`src/rtl/merge_pkg.sv`:
```
// Shared definitions for the merge-sort lower layer: FSM state encoding,
// default geometry and the counter-width helper.
package merge_pkg;

    typedef enum logic [1:0] {
        FILL,
        SORT,
        SERVE
    } state_e;

    localparam int DEFAULT_DATA_W = 8;
    localparam int DEFAULT_L_SIZE = 4;
    localparam int DEFAULT_R_SIZE = 4;

    // Counters must be able to hold the value SIZE itself, not just SIZE-1.
    function automatic int cnt_w(input int size);
        return $clog2(size) + 1;
    endfunction

endpackage

```
`src/rtl/merge_run_buf.sv`:
```
// One sorted run: indexed fill, odd-even transposition pass, head-first pop
// with zero fill at the top, and a remaining-element count.
module merge_run_buf
    import merge_pkg::*;
#(
    parameter int SIZE   = DEFAULT_L_SIZE,
    parameter int DATA_W = DEFAULT_DATA_W,
    parameter int CW     = cnt_w(SIZE)
) (
    input  logic              clk,
    input  logic              rst_n,
    input  logic              wr_en_i,
    input  logic [CW-1:0]     wr_idx_i,
    input  logic [DATA_W-1:0] wr_data_i,
    input  logic              sort_en_i,
    input  logic              sort_odd_i,
    input  logic              shift_i,
    input  logic              clear_i,
    output logic [DATA_W-1:0] head_o,
    output logic [CW-1:0]     rem_o
);

    logic [DATA_W-1:0] data_q [SIZE];
    logic [DATA_W-1:0] data_d [SIZE];
    logic [CW-1:0]     rem_q;
    logic [CW-1:0]     rem_d;

    // Next-state: the operations are exclusive because each belongs to one FSM state.
    always_comb begin
        data_d = data_q;
        rem_d  = rem_q;
        if (clear_i) begin
            rem_d = '0;
        end else if (wr_en_i) begin
            for (int unsigned i = 0; i < SIZE; i++) begin
                if (wr_idx_i == CW'(i)) begin
                    data_d[i] = wr_data_i;
                end
            end
            rem_d = rem_q + CW'(1);
        end else if (sort_en_i) begin
            // Pairs in one pass are disjoint, so every swap reads the registered values.
            for (int unsigned i = 0; i + 1 < SIZE; i++) begin
                if ((((i % 2) != 0) == sort_odd_i) && (data_q[i+1] < data_q[i])) begin
                    data_d[i]   = data_q[i+1];
                    data_d[i+1] = data_q[i];
                end
            end
        end else if (shift_i && (rem_q != '0)) begin
            for (int unsigned i = 0; i + 1 < SIZE; i++) begin
                data_d[i] = data_q[i+1];
            end
            data_d[SIZE-1] = '0;
            rem_d          = rem_q - CW'(1);
        end
    end

    // Buffer and count registers.
    always_ff @(posedge clk or negedge rst_n) begin
        if (!rst_n) begin
            data_q <= '{default: '0};
            rem_q  <= '0;
        end else begin
            data_q <= data_d;
            rem_q  <= rem_d;
        end
    end

    assign head_o = data_q[0];
    assign rem_o  = rem_q;

endmodule

```
`src/rtl/merge_lower_layer.sv`:
```
// Producer side of the merge-sort layer: fills one L+R chunk, sorts both runs
// ascending in place, then serves them head-first to the upper merge layer.
// Optional macro MERGE_LOWER_ERR_EN adds a sticky protocol-error output err.
module merge_lower_layer
    import merge_pkg::*;
#(
    parameter int DATA_W = DEFAULT_DATA_W,
    parameter int L_SIZE = DEFAULT_L_SIZE,
    parameter int R_SIZE = DEFAULT_R_SIZE
) (
    input  logic              clk,
    input  logic              rst_n,
    input  logic              in_valid,
    input  logic [DATA_W-1:0] in_data,
    output logic              in_ready,
    input  logic              shift_en_L,
    input  logic              shift_en_R,
    input  logic              update,
    input  logic              done_upper,
    output logic              done_lower,
    output logic              load_L,
    output logic              load_R,
    output logic              cmp,
    output logic [DATA_W-1:0] head_L,
    output logic [DATA_W-1:0] head_R
`ifdef MERGE_LOWER_ERR_EN
    ,
    output logic              err
`endif
);

    localparam int TOTAL = L_SIZE + R_SIZE;
    localparam int NPASS = (L_SIZE > R_SIZE) ? L_SIZE : R_SIZE;
    localparam int FW    = cnt_w(TOTAL);
    localparam int SW    = cnt_w(NPASS);
    localparam int LW    = cnt_w(L_SIZE);
    localparam int RW    = cnt_w(R_SIZE);

    localparam logic [FW-1:0] FILL_LAST = FW'(TOTAL - 1);
    localparam logic [FW-1:0] L_LIM     = FW'(L_SIZE);
    localparam logic [SW-1:0] SORT_LAST = SW'(NPASS - 1);

    state_e        state_q;
    logic [FW-1:0] fill_cnt_q;
    logic [SW-1:0] sort_cnt_q;
    logic          done_lower_q;

    logic          accept;
    logic          wr_l;
    logic          wr_r;
    logic [LW-1:0] idx_l;
    logic [RW-1:0] idx_r;
    logic          sort_en;
    logic          serve;
    logic          rel_serve;
    logic          pop_l;
    logic          pop_r;
    logic [LW-1:0] rem_l;
    logic [RW-1:0] rem_r;

    // The upper layer's busy flag carries no meaning for this block.
    logic unused_update;
    assign unused_update = update;

    assign serve     = (state_q == SERVE);
    assign accept    = (state_q == FILL) && in_valid;
    assign wr_l      = accept && (fill_cnt_q < L_LIM);
    assign wr_r      = accept && !(fill_cnt_q < L_LIM);
    assign idx_l     = LW'(fill_cnt_q);
    assign idx_r     = RW'(fill_cnt_q - L_LIM);
    assign sort_en   = (state_q == SORT);
    assign rel_serve = serve && done_upper;
    // A release wins over a shift issued in the same cycle.
    assign pop_l     = serve && !done_upper && shift_en_L;
    assign pop_r     = serve && !done_upper && shift_en_R;

    merge_run_buf #(
        .SIZE   (L_SIZE),
        .DATA_W (DATA_W)
    ) u_run_l (
        .clk        (clk),
        .rst_n      (rst_n),
        .wr_en_i    (wr_l),
        .wr_idx_i   (idx_l),
        .wr_data_i  (in_data),
        .sort_en_i  (sort_en),
        .sort_odd_i (sort_cnt_q[0]),
        .shift_i    (pop_l),
        .clear_i    (rel_serve),
        .head_o     (head_L),
        .rem_o      (rem_l)
    );

    merge_run_buf #(
        .SIZE   (R_SIZE),
        .DATA_W (DATA_W)
    ) u_run_r (
        .clk        (clk),
        .rst_n      (rst_n),
        .wr_en_i    (wr_r),
        .wr_idx_i   (idx_r),
        .wr_data_i  (in_data),
        .sort_en_i  (sort_en),
        .sort_odd_i (sort_cnt_q[0]),
        .shift_i    (pop_r),
        .clear_i    (rel_serve),
        .head_o     (head_R),
        .rem_o      (rem_r)
    );

    // FSM with fill/pass counters and the registered done_lower pulse.
    always_ff @(posedge clk or negedge rst_n) begin
        if (!rst_n) begin
            state_q      <= FILL;
            fill_cnt_q   <= '0;
            sort_cnt_q   <= '0;
            done_lower_q <= 1'b0;
        end else begin
            done_lower_q <= 1'b0;
            case (state_q)
                FILL: begin
                    if (accept) begin
                        if (fill_cnt_q == FILL_LAST) begin
                            fill_cnt_q <= '0;
                            sort_cnt_q <= '0;
                            state_q    <= SORT;
                        end else begin
                            fill_cnt_q <= fill_cnt_q + FW'(1);
                        end
                    end
                end
                SORT: begin
                    if (sort_cnt_q == SORT_LAST) begin
                        sort_cnt_q   <= '0;
                        done_lower_q <= 1'b1;
                        state_q      <= SERVE;
                    end else begin
                        sort_cnt_q <= sort_cnt_q + SW'(1);
                    end
                end
                SERVE: begin
                    if (done_upper) begin
                        fill_cnt_q <= '0;
                        sort_cnt_q <= '0;
                        state_q    <= FILL;
                    end
                end
                default: state_q <= FILL;
            endcase
        end
    end

    // Head comparator: ties favour L to keep the merge stable.
    always_comb begin
        cmp = 1'b0;
        if ((rem_l != '0) && (rem_r != '0)) begin
            cmp = (head_L <= head_R);
        end else if (rem_l != '0) begin
            cmp = 1'b1;
        end
    end

    assign in_ready   = (state_q == FILL);
    assign done_lower = done_lower_q;
    assign load_L     = serve && (rem_l != '0);
    assign load_R     = serve && (rem_r != '0);

`ifdef MERGE_LOWER_ERR_EN
    logic err_q;
    logic err_evt;

    assign err_evt = ((shift_en_L || shift_en_R) && !serve)
                   || (serve && shift_en_L && (rem_l == '0))
                   || (serve && shift_en_R && (rem_r == '0))
                   || (rel_serve && ((rem_l != '0) || (rem_r != '0)));

    // Sticky protocol-error flag, cleared only by reset.
    always_ff @(posedge clk or negedge rst_n) begin
        if (!rst_n) begin
            err_q <= 1'b0;
        end else if (err_evt) begin
            err_q <= 1'b1;
        end
    end

    assign err = err_q;
`endif

endmodule

```
`config.mk`:
```
export PLATFORM = sky130hd
export DESIGN_NAME = merge_lower_layer
export DESIGN_NICKNAME = d
export VERILOG_FILES = /design/src/rtl/merge_pkg.sv /design/src/rtl/merge_run_buf.sv /design/src/rtl/merge_lower_layer.sv
export SDC_FILE = /design/constraint.sdc
export NUM_CORES = 1
export LEC_CHECK = 0
export BUFFER_PORTS_ARGS = -buffer_cell sky130_fd_sc_hd__buf_2
export CAP_MARGIN = 25
export CORE_UTILIZATION = 65
export CTS_BUF_LIST = sky130_fd_sc_hd__clkbuf_8 sky130_fd_sc_hd__clkbuf_16
export DETAILED_ROUTE_END_ITERATION = 8
export GPL_TIMING_DRIVEN = 1
export PLACE_DENSITY_LB_ADDON = 0.05
export SYNTH_ARGS = -nofsm -noshare
export SYNTH_HDL_FRONTEND = slang
export SYNTH_SLANG_ARGS = --single-unit
```
`constraint.sdc`:
```
create_clock -name clk -period 8.2 [get_ports clk]
set_clock_uncertainty 0.05 [all_clocks]
set_input_delay 1.64 -clock clk [delete_from_list [all_inputs] [get_ports clk]]
set_output_delay 1.64 -clock clk [all_outputs]
set_load 0.05 [all_outputs]
```
==> results.json <==
{
  "startpoint_type": "primary input",
  "diodes": 0,
  "synth_top_family_by_area": "compound AO/OA/AOI/OAI gates",
  "syn2layout_area_growth_pct": 6.237,
  "syn_avg_cell_area_um2": 9.553,
  "cts_sinks": 80,
  "synth_compound_area_frac": 0.2544,
  "nNetsFinal": 693,
  "fin_ws_ns": 4.082,
  "drt_first_pass_iters": 5,
  "fillers": 660,
  "synth.distinct_cells": 71,
  "drt_drc_violations_left": 0,
  "synthSimpleGateAreaFrac": 0.09871,
  "max_cap_violations": 0,
  "finalHoldViolations": 0,
  "final_area_um2": 6181,
  "start_util": 0.6704,
  "whs_endpoint": "sort_cnt_q[2]",
  "grt_max_degree": 81,
  "setup_viol": 0,
  "final_core_util": 0.7122,
  "synthTopCellsByCount": "dfrtp_1 (80), inv_1 (63), ha_1 (57)",
  "num_rows": 34,
  "synth_nets": 683,
  "met1_length_um": 6534,
  "die_w_um": 96.61,
  "synthTopCellsByArea": "dfrtp_1 (34%), ha_1 (12%), mux2_2 (4.6%), mux2i_1 (4.3%), inv_1 (4.1%)",
  "yosysMostFrequentCell": "dfrtp_1",
  "critPathKind": "in2reg",
  "cpMostUsedCell": "o21ai_0",
  "synth_xor_area_frac": 0.001505,
  "place.detailed.hpwl_um": 10550,
  "tightest_slew_ns": 1.091,
  "reg2reg_to": "u_run_r.rem_o[2]",
  "critPathTopFamily": "simple AND/OR/NAND/NOR gates",
  "post_drt_wl_per_cell_um": 19.76,
  "drive_above_1_share": 0.1571,
  "synth_fa_ha_area_frac": 0.1295,
  "drt-total-wl_um": 14470,
  "wl_met2_um": 6721,
  "antenna_found_initial": 0,
  "cp-end-kind": "flip-flop",
  "critPathBufInv": 3,
  "gp_congestion": 0.8770,
  "htree_levels": 3,
  "post_cts_buffers": 0,
  "via_per_inst": 6.768,
  "crit_fanout": 28,
  "clock_path_buffers": 2,
  "place_ws_ns": 3.798,
  "vias": 4954,
  "arrival_ns": 4.35,
  "cts-buffers-inserted": 9,
  "synthArstFlopShare": 1.000,
  "worstSkewPairLatency_ns": 0.36,
  "core_um2": 8678,
  "hp-class": "reg2reg",
  "critPathMaxStageDelay_ns": 0.52,
  "routed.top_layer": "met4",
  "ys_seq_area_frac": 0.3441,
  "syn-cell-area_um2": 5818,
  "io_buffer_count": 34,
  "synth_top_area_cell": "dfrtp_1",
  "fin_crit_ns": 4.118,
  "r2r_slack_ns": 4.93,
  "crit_chain": "buf_2, nor3b_4, nor2b_2, buf_4, inv_1, fa_1, or4_1, o21ai_0, nand2_1, o21ai_0",
  "tritoncts": "done",
  "r2r_start": "state_q[0]",
  "setup_tns_ns": 0,
  "ios": 36,
  "hold_depth": 1,
  "fmax_mhz": 242.8,
  "ys_seq_elements": 80,
  "post-route-period-util": 0.5022,
  "cts_hold_buf": 0,
  "clkTransAtPathRegs_ns": 0.08,
  "root_buffer": "clkbuf_8",
  "first_iter_violations": 271,
  "min_from": "sort_cnt_q[2]",
  "reg2regPathDepth": 9,
  "track_usage": 0.3195,
  "wl_met3_um": 828,
  "slowest_stage": "or4_1",
  "cts_resized": 0,
  "rsz0062_at_grt": "false",
  "first_global_vias": 4889,
  "synth-edff-count": 0,
  "design.die.area_um2": 9333,
  "placed_cell_area_um2": 5941,
  "required_ns": 8.43,
  "ys.flop_type": "dfrtp_1",
  "synth.top_cell.area_share": 0.3441,
  "die_h_um": 96.61,
  "grt_overflow": 0,
  "maxSlewHeadroom": 0.2725,
  "outcome": "completed",
  "slew_violations": 0,
  "grt_first_pass_wirelength_um": 24180,
  "syn_inst": 609,
  "ant_nets": 0,
  "yosys-mux-area-fraction": 0.08946,
  "yosys_warnings": 0
}
## stage by stage
| step | hold WS [ns] | cells |
|---|---|---|
| floorplan | 0.4075 | 609 |
| global placement | 0.4192 | 715 |
| detailed placement | 0.4301 | 715 |
| CTS | 0.4493 | 731 |
| global route | 0.4646 | 732 |
| finish | 0.4512 | 732 |
## metal layers
layer,up-vias,track usage
met4,0,0.1435
li1,2281,-
met2,215,0.5098
met3,34,0.04191
met5,-,0
met1,2424,0.4361
## cell type report
class,instances,area (µm²),share of cell area
Tap cell,108,135.1,0.02186
Sequential cell,80,2002,0.3239
Timing Repair Buffer,42,252.7,0.04089
Clock buffer,9,123.9,0.02004
Multi-Input combinational cell,423,3342,0.5407
Clock inverter,7,88.84,0.01437
Inverter,63,236.5,0.03826
## cell families after synthesis
kind of cell               count (synthesis)
DFF                                       80
muxes                                     49
xor gates and xnor gates                   1
and+or+nand+nor                          119
AOI/OAI and AO/OA                        195
buffers and inverters                    106
adders and majority gates                 59
## flip-flops by register name, indices dropped and copies added (netlist names)
register and flops:
u_run_l.rem_o 3, u_run_r.head_o 8, u_run_r.data_q 24, sort_cnt_q 3, u_run_r.rem_o 3, state_q 2, fill_cnt_q 4, done_lower 1
u_run_l.data_q 24, u_run_l.head_o 8
## worst register-to-register path, stage by stage (launching register included)
cell and delay [ns]:
dfrtp_1 0.49, nor3b_4 0.44, nor2b_2 0.22, buf_4 0.30, inv_1 0.35, fa_1 0.52
or4_1 0.52, o21ai_0 0.16, nand2_1 0.07, o21ai_0 0.09
## worst max path at each step
stage                 startpoint  slack, ns               end  depth (start not counted)
6_report                in_valid       4.08  u_run_r.rem_o[2]                         10
5_1_grt                 in_valid       3.83  u_run_r.rem_o[2]                         10
4_1_cts        u_run_r.head_o[1]       4.11               cmp                          9
3_5_place_dp            in_valid       3.80  u_run_r.rem_o[2]                         10
3_3_place_gp            in_valid       3.85  u_run_r.rem_o[2]                         10
2_1_floorplan  u_run_r.head_o[1]       4.28               cmp                          8
## placed cells by master (no fill, tap or decap), types with 6 or more instances in the layout
cell type  count
a21o_1         6
a21oi_1       25
a222oi_1       8
a22o_1         9
a31oi_1       28
buf_2         33
buf_4          8
clkbuf_8       9
dfrtp_1       80
ha_1          57
inv_1         65
mux2_2        24
mux2i_1       25
nand2_1       36
nand2b_1       9
nand3_1       10
nor2_1        35
o211ai_1       9
o21a_1         6
o21ai_0       27
o22a_1         9
o311ai_0       8
o31ai_1       10
Power is not shown: default switching activity piles up to over one toggle a cycle in this logic, so the estimate is an artifact.
